--- config.mk ---
export PLATFORM = sky130hd
export DESIGN_NAME = nock_unary_block_flat
export DESIGN_NICKNAME = d
export VERILOG_FILES = /design/src/rtl/nock_unary_block_if.sv /design/src/rtl/nock_unary_block.sv /design/src/flat_wrapper.sv
export SDC_FILE = /design/constraint.sdc
export NUM_CORES = 1
export LEC_CHECK = 0
export CAP_MARGIN = 20
export CORE_MARGIN = 2
export CORE_UTILIZATION = 39
export CTS_BUF_LIST = sky130_fd_sc_hd__clkbuf_4
export DETAILED_ROUTE_END_ITERATION = 10
export GPL_TIMING_DRIVEN = 0
export HOLD_SLACK_MARGIN = 0.05
export PLACE_DENSITY = 0.78
export SYNTH_ARGS = -nofsm -noshare
export SYNTH_HDL_FRONTEND = slang
export SYNTH_SLANG_ARGS = --single-unit
--- constraint.sdc ---
create_clock -name clk -period 3.45 [get_ports clk]
set_input_delay 0.345 -clock clk [delete_from_list [all_inputs] [get_ports clk]]
set_output_delay 0.345 -clock clk [all_outputs]
set_load 0.02 [all_outputs]
--- src/rtl/nock_unary_block_if.sv ---
// Memory request bus between nock_unary_block (master) and the memory mux (slave).
interface nock_unary_block_if #(
    parameter int ADDR_W = 28,
    parameter int DATA_W = 64
);
    // Handshake: the master raises mem_execute together with mem_func, address1 and
    // write_data and holds all of them stable until it samples mem_ready high on a clock
    // edge. The request retires on that edge. mem_ready while mem_execute is low is ignored.
    logic              mem_execute;
    logic [1:0]        mem_func;
    logic [ADDR_W-1:0] address1;
    logic [DATA_W-1:0] write_data;
    logic              mem_ready;
    logic [DATA_W-1:0] read_data1;

    modport master (
        output mem_execute, mem_func, address1, write_data,
        input  mem_ready, read_data1
    );

    modport slave (
        input  mem_execute, mem_func, address1, write_data,
        output mem_ready, read_data1
    );
endinterface

--- src/rtl/nock_unary_block.sv ---
// Nock unary opcodes 3 (cell test) and 4 (increment) on one noun word, with its own memory requests.
// Optional NOCK_UNARY_TIMEOUT_EN: abort with error 8'h01 when mem_ready does not arrive in time.
module nock_unary_block #(
    parameter int         ADDR_W    = 28,
    parameter int         DATA_W    = 64,
    parameter int         VAL_W     = (DATA_W - 8) / 2,
    parameter logic [3:0] RET_FUNC  = 4'h1,
    parameter logic [3:0] RET_STATE = 4'h0,
    parameter logic [3:0] ERR_FUNC  = 4'hF
`ifdef NOCK_UNARY_TIMEOUT_EN
    , parameter int       TIMEOUT_CYCLES = 255
`endif
) (
    input  logic              clk,
    input  logic              rst,
    input  logic              start,
    input  logic              op,
    input  logic [ADDR_W-1:0] cell_address,
    input  logic [DATA_W-1:0] cell_data,
    output logic              busy,
    output logic              finished,
    output logic [7:0]        error,
    output logic [3:0]        return_sys_func,
    output logic [3:0]        return_state,
    output logic [2:0]        dbg_state,
    nock_unary_block_if.master mem
);
    localparam logic [1:0] FUNC_NONE    = 2'd0;
    localparam logic [1:0] GET_CONTENTS = 2'd1;
    localparam logic [1:0] SET_CONTENTS = 2'd2;
    localparam logic       ATOM = 1'b0;
    localparam logic       CELL = 1'b1;
    localparam int         HED_TAG = DATA_W - 7;
    localparam int         TEL_TAG = DATA_W - 8;
    localparam logic [VAL_W-1:0] NIL    = {VAL_W{1'b1}};
    localparam logic [VAL_W-1:0] NIL_M1 = {{(VAL_W-1){1'b1}}, 1'b0};

    typedef enum logic [2:0] {
        IDLE, READ_REQ, READ_WAIT, EVAL, WRITE_REQ, WRITE_WAIT, DONE, FAIL
    } state_t;

    state_t            state_q, state_d;
    logic              op_q, op_d, kind_q, kind_d;
    logic [ADDR_W-1:0] caddr_q, caddr_d;
    logic [VAL_W-1:0]  operand_q, operand_d, result;
    logic              busy_d, fin_d, exec_d, go_write, go_fail;
    logic [7:0]        err_d, fail_code;
    logic [3:0]        rsf_d, rstate_d;
    logic [1:0]        func_d;
    logic [ADDR_W-1:0] addr_d;
    logic [DATA_W-1:0] wdata_d;
    logic              rd_is_wrapper;

`ifdef NOCK_UNARY_TIMEOUT_EN
    localparam int CNT_W = $clog2(TIMEOUT_CYCLES + 1);
    localparam logic [CNT_W-1:0] TMO_LAST = CNT_W'(TIMEOUT_CYCLES - 1);
    logic [CNT_W-1:0] cnt_q, cnt_d;
`endif

    logic unused_bits;
    assign unused_bits = ^{cell_data[DATA_W-1:DATA_W-7], cell_data[2*VAL_W-1:VAL_W],
                           mem.read_data1[DATA_W-1:DATA_W-6]};

    assign dbg_state = state_q;

    // A read word with both tags ATOM and tel NIL wraps a plain atom held in hed.
    assign rd_is_wrapper = (mem.read_data1[HED_TAG] == ATOM) && (mem.read_data1[TEL_TAG] == ATOM)
                           && (mem.read_data1[VAL_W-1:0] == NIL);

    always_comb begin
        state_d   = state_q;
        busy_d    = busy;
        fin_d     = 1'b0;
        err_d     = error;
        rsf_d     = return_sys_func;
        rstate_d  = return_state;
        exec_d    = mem.mem_execute;
        func_d    = mem.mem_func;
        addr_d    = mem.address1;
        wdata_d   = mem.write_data;
        op_d      = op_q;
        caddr_d   = caddr_q;
        operand_d = operand_q;
        kind_d    = kind_q;
        result    = '0;
        go_write  = 1'b0;
        go_fail   = 1'b0;
        fail_code = 8'h00;
`ifdef NOCK_UNARY_TIMEOUT_EN
        cnt_d     = cnt_q;
`endif
        case (state_q)
            IDLE: if (start) begin
                op_d    = op;
                caddr_d = cell_address;
                err_d   = 8'h00;
                busy_d  = 1'b1;
                if (cell_data[TEL_TAG] == CELL) begin
                    state_d = READ_REQ;
                    exec_d  = 1'b1;
                    func_d  = GET_CONTENTS;
                    addr_d  = ADDR_W'(cell_data[VAL_W-1:0]);
`ifdef NOCK_UNARY_TIMEOUT_EN
                    cnt_d   = '0;
`endif
                end else begin
                    operand_d = cell_data[VAL_W-1:0];
                    kind_d    = ATOM;
                    state_d   = EVAL;
                end
            end
            READ_REQ, READ_WAIT: begin
                if (mem.mem_ready) begin
                    exec_d  = 1'b0;
                    func_d  = FUNC_NONE;
                    state_d = EVAL;
                    if (rd_is_wrapper) begin
                        operand_d = mem.read_data1[2*VAL_W-1:VAL_W];
                        kind_d    = ATOM;
                    end else begin
                        kind_d = CELL;
                    end
                end else if (state_q == READ_REQ) begin
                    state_d = READ_WAIT;
`ifdef NOCK_UNARY_TIMEOUT_EN
                end else if (cnt_q == TMO_LAST) begin
                    go_fail   = 1'b1;
                    fail_code = 8'h01;
                end else begin
                    cnt_d = cnt_q + 1'b1;
`endif
                end
            end
            EVAL: begin
                if (!op_q) begin
                    result   = {{(VAL_W-1){1'b0}}, kind_q};
                    go_write = 1'b1;
                end else if (kind_q == CELL) begin
                    go_fail   = 1'b1;
                    fail_code = 8'h03;
                end else if (operand_q >= NIL_M1) begin
                    go_fail   = 1'b1;
                    fail_code = 8'h02;
                end else begin
                    result   = operand_q + 1'b1;
                    go_write = 1'b1;
                end
            end
            WRITE_REQ, WRITE_WAIT: begin
                if (mem.mem_ready) begin
                    exec_d   = 1'b0;
                    func_d   = FUNC_NONE;
                    state_d  = DONE;
                    busy_d   = 1'b0;
                    fin_d    = 1'b1;
                    rsf_d    = RET_FUNC;
                    rstate_d = RET_STATE;
                end else if (state_q == WRITE_REQ) begin
                    state_d = WRITE_WAIT;
`ifdef NOCK_UNARY_TIMEOUT_EN
                end else if (cnt_q == TMO_LAST) begin
                    go_fail   = 1'b1;
                    fail_code = 8'h01;
                end else begin
                    cnt_d = cnt_q + 1'b1;
`endif
                end
            end
            DONE, FAIL: state_d = IDLE;
            default:    state_d = IDLE;
        endcase

        // Result atom: zero control and tags, zero hed, result in tel.
        if (go_write) begin
            state_d = WRITE_REQ;
            exec_d  = 1'b1;
            func_d  = SET_CONTENTS;
            addr_d  = caddr_q;
            wdata_d = DATA_W'(result);
`ifdef NOCK_UNARY_TIMEOUT_EN
            cnt_d   = '0;
`endif
        end
        if (go_fail) begin
            state_d = FAIL;
            exec_d  = 1'b0;
            func_d  = FUNC_NONE;
            busy_d  = 1'b0;
            fin_d   = 1'b1;
            err_d   = fail_code;
            rsf_d   = ERR_FUNC;
        end
    end

    always_ff @(posedge clk or posedge rst) begin
        if (rst) begin
            state_q         <= IDLE;
            busy            <= 1'b0;
            finished        <= 1'b0;
            error           <= 8'h00;
            return_sys_func <= RET_FUNC;
            return_state    <= RET_STATE;
            mem.mem_execute <= 1'b0;
            mem.mem_func    <= FUNC_NONE;
            mem.address1    <= '0;
            mem.write_data  <= '0;
            op_q            <= 1'b0;
            kind_q          <= ATOM;
            caddr_q         <= '0;
            operand_q       <= '0;
`ifdef NOCK_UNARY_TIMEOUT_EN
            cnt_q           <= '0;
`endif
        end else begin
            state_q         <= state_d;
            busy            <= busy_d;
            finished        <= fin_d;
            error           <= err_d;
            return_sys_func <= rsf_d;
            return_state    <= rstate_d;
            mem.mem_execute <= exec_d;
            mem.mem_func    <= func_d;
            mem.address1    <= addr_d;
            mem.write_data  <= wdata_d;
            op_q            <= op_d;
            kind_q          <= kind_d;
            caddr_q         <= caddr_d;
            operand_q       <= operand_d;
`ifdef NOCK_UNARY_TIMEOUT_EN
            cnt_q           <= cnt_d;
`endif
        end
    end
endmodule

--- src/flat_wrapper.sv ---
// flat-port wrapper written by rule: the top's interface ports become plain ports
module nock_unary_block_flat 
#(
    parameter int         ADDR_W    = 28,
    parameter int         DATA_W    = 64,
    parameter int         VAL_W     = (DATA_W - 8) / 2,
    parameter logic [3:0] RET_FUNC  = 4'h1,
    parameter logic [3:0] RET_STATE = 4'h0,
    parameter logic [3:0] ERR_FUNC  = 4'hF

)
  (clk, rst, start, op, cell_address, cell_data, busy, finished, error, return_sys_func, return_state, dbg_state, mem_mem_execute, mem_mem_func, mem_address1, mem_write_data, mem_mem_ready, mem_read_data1);
  nock_unary_block_if #(.ADDR_W(ADDR_W), .DATA_W(DATA_W)) mem_i ();
  input  logic clk;
  input  logic rst;
  input  logic start;
  input  logic op;
  input  logic [ADDR_W-1:0] cell_address;
  input  logic [DATA_W-1:0] cell_data;
  output logic busy;
  output logic finished;
  output logic [7:0] error;
  output logic [3:0] return_sys_func;
  output logic [3:0] return_state;
  output logic [2:0] dbg_state;
  output wire logic [$bits(mem_i.mem_execute)-1:0] mem_mem_execute;
  output wire logic [$bits(mem_i.mem_func)-1:0] mem_mem_func;
  output wire logic [$bits(mem_i.address1)-1:0] mem_address1;
  output wire logic [$bits(mem_i.write_data)-1:0] mem_write_data;
  input wire logic [$bits(mem_i.mem_ready)-1:0] mem_mem_ready;
  input wire logic [$bits(mem_i.read_data1)-1:0] mem_read_data1;
  assign mem_mem_execute = mem_i.mem_execute;
  assign mem_mem_func = mem_i.mem_func;
  assign mem_address1 = mem_i.address1;
  assign mem_write_data = mem_i.write_data;
  assign mem_i.mem_ready = mem_mem_ready;
  assign mem_i.read_data1 = mem_read_data1;
  nock_unary_block #(.ADDR_W(ADDR_W), .DATA_W(DATA_W), .VAL_W(VAL_W), .RET_FUNC(RET_FUNC), .RET_STATE(RET_STATE), .ERR_FUNC(ERR_FUNC)) u_core (.clk(clk), .rst(rst), .start(start), .op(op), .cell_address(cell_address), .cell_data(cell_data), .busy(busy), .finished(finished), .error(error), .return_sys_func(return_sys_func), .return_state(return_state), .dbg_state(dbg_state), .mem(mem_i));
endmodule
==> impl_results.md <==
* Area share of the largest cell type after synthesis at 50.0%
* Setup crit start kind: flop
* Largest net degree at the start of global routing at 40
* Worst-Margin Slew at 0.716 ns
* Ys Warns at 0
* Post-Syn Instances at 516
* DRT antenna net count at 0
* Vias per std cell at 4.99
* Commonest non-fill, non-tap cell in the layout: clkdlybuf4s50_1
* Vias post-DR at 4984
* Die area at 17100 µm²
* CTS root buf: clkbuf_4
* Maximum vdd drop at 0.356 mV
* Rows at 46
* GRT Overall Usage at 21.4%
* Clock slew at reported path FFs at 0.11 ns
* Final setup vio count at 0
* CTS HTree Levels at 4
* CP Capture Type: flop
* Synth area leaders: dfrtp_1, mux2_2, buf_4, a221o_1, o2bb2ai_1
* Filler Cells Inserted at 1365
* Final WL at 18200 µm
* Crit path arrival time at 2.88 ns
* Cts hold-fix bufs at 0
* Number of placed I/O pins at 277
* Share of cells above drive strength 1 at 24.0%
* Worst hold margin at 0.193 ns
* Synthesized area at 6260 µm²
* Ys async rst share at 100%
* Cts repair resizes at 0
* RSZ-0062 raised after global routing: no
* R2R depth at 6
* Drt first pass iters at 4
* FF/Latch Area at 3130 µm²
* Multi-input gate area at 2740 µm²
* Initial DRC count at 278
* Residual DRC at 0
* Overflow after GRT at 0
* CP Class: flop to flop
* FF-to-FF setup slack at 0.99 ns
* Fin crit period at 2.46 ns
* Commonest cells after routing, fill and taps aside: clkdlybuf4s50_1, dfrtp_1, mux2_2
* Port bufs at 188
* Number of inserted diodes at 0
* Max FO, Critical Path at 10
* CTS tree: done
* FF-to-FF Start: u_core.dbg_state[1]
* Seq/Total Area, Yosys at 50.0%
* Placer Congestion at 0.854
* Crit path from: u_core.dbg_state[1]
* Top_reg_cell synth: dfrtp_1
* Clock Latency Late Sink at 0.54 ns
* Lkg Pwr at 0.00395 µW
* Global-route wire length before repair at 27200 µm
* Worst EP required at 3.88 ns
* Die Wd at 131 µm
* Synth area leader: dfrtp_1
* Max Slew Vio Count at 0
* Power Density at 864 nW/µm²
* Min-delay worst type: input pin to asynchronous set/reset pin
* Syn_area_per_cell at 12.1 µm²
* Max-cap violations at 0
* # nets final at 935
* Clk sinks at 125
* Die H at 131 µm
* RR Endpoint: u_core.caddr_q[24]
* WL per Instance at 18.2 µm
* Post-CTS Setup Inserts at 0
* Crit path to: u_core.caddr_q[24]
* Placed wire-length estimate at 13900 µm
* Initial core utilization at 39.7%
* EDFF count, synth at 0
* Setup tns final at 0 ns
* Core ar. at 15800 µm²
* CTS Buf Count at 17
* Max frequency at 407 MHz
* Yosys reg bits at 125
* Initial antenna violation count at 1
* Vias in the first global route at 5078
* Clock Skew at 0.0181 ns
* Area growth syn-to-layout at 43.3%
* Slew Limit Headroom at 51.9%
* Fin. Hold Viols at 0
* Fin crit share at 71.2%
* Status: finished, final reports clean
* CTS Buffer Depth at 2
* Synth unique cells at 48
cells by family after synthesis:
family / after synthesis / share of synthesized area, %
muxes: 86 / 15.4
adders and majority gates: 2 / 0.400
xor gates and xnor gates: 26 / 3.64
AOI/OAI and AO/OA: 79 / 11.3
DFF: 125 / 50.0
other: 2 / 0.120
and+or+nand+nor: 113 / 10.3
buffers and inverters: 83 / 8.88
sequential cells by signal, indices dropped and copies added (netlist names), 2 cells and up:
name,cells
u_core.caddr_q,28
u_core.mem.address1,28
u_core.mem.write_data,28
u_core.operand_q,28
u_core.dbg_state,3
u_core.error,2
u_core.mem.mem_func,2
routing by layer:
metal,share of wire [%],vias up,global-route usage (%),wire [µm]
met5,0,-,0,0
li1,-,2327,-,-
met4,1.3,0,6.76,244
met3,8.6,23,6.35,1560
met1,42,2406,26.8,7630
met2,48,228,35.9,8730
cells in the mapped netlist (all sizes together), types with 5 or more instances:
cell type,number
dfrtp,125
mux2,82
buf,69
and3,30
a221o,28
o2bb2ai,27
nand2,19
xor2,19
nor2,18
nand4,14
nand3,11
clkbuf,9
xnor2,7
a21o,5
inv,5
nor4,5
layout make-up:
| type | instances | area share (%) |
|---|---|---|
| Clock inverter | 10 | 1.91 |
| Clock buffer | 20 | 1.67 |
| Sequential cell | 125 | 34.9 |
| Timing Repair Buffer | 192 | 21.7 |
| Multi-Input combinational cell | 353 | 30.6 |
| Inverter | 5 | 0.251 |
| Tap cell | 216 | 3.01 |
| Buffer | 78 | 5.98 |
power breakdown:
part	switching, µW	total [µW]	internal, µW
Combinational	1810	3830	2020
Sequential	564	2720	2160
Clock	537	1190	656
worst max-delay path, cell delays in order (launching register included):
cell	delay [ns]
dfrtp_1	0.40
buf_2	0.18
nand2b_1	0.20
nor3_1	0.33
clkbuf_1	0.44
buf_2	0.42
mux2_2	0.38
worst min-delay path by stage:
stage | startpoint | to | slack [ns] | cells past startpoint
6_report | rst | u_core.caddr_q[12] | 0.19 | 2
5_1_grt | rst | u_core.busy | 0.16 | 2
4_1_cts | rst | u_core.caddr_q[1] | 0.16 | 2
3_5_place_dp | u_core.error[1] | u_core.error[1] | 0.47 | 1
3_3_place_gp | u_core.mem.mem_func[0] | u_core.mem.mem_func[0] | 0.46 | 1
2_1_floorplan | u_core.caddr_q[0] | u_core.mem.address1[0] | 0.48 | 1
metrics by stage:
step	setup slack [ns]	instances	instance area (µm²)	power [µW]	util, %
finish	0.993	999	8970	7750	56.9
global route	0.826	999	8970	8220	56.9
CTS	0.851	998	8960	7800	56.8
detailed placement	0.635	968	8640	6590	54.8
global placement	0.371	965	8580	6510	54.4
floorplan	1.32	561	6430	5110	-
No activity file was read; power rests on OpenSTA's default activity.
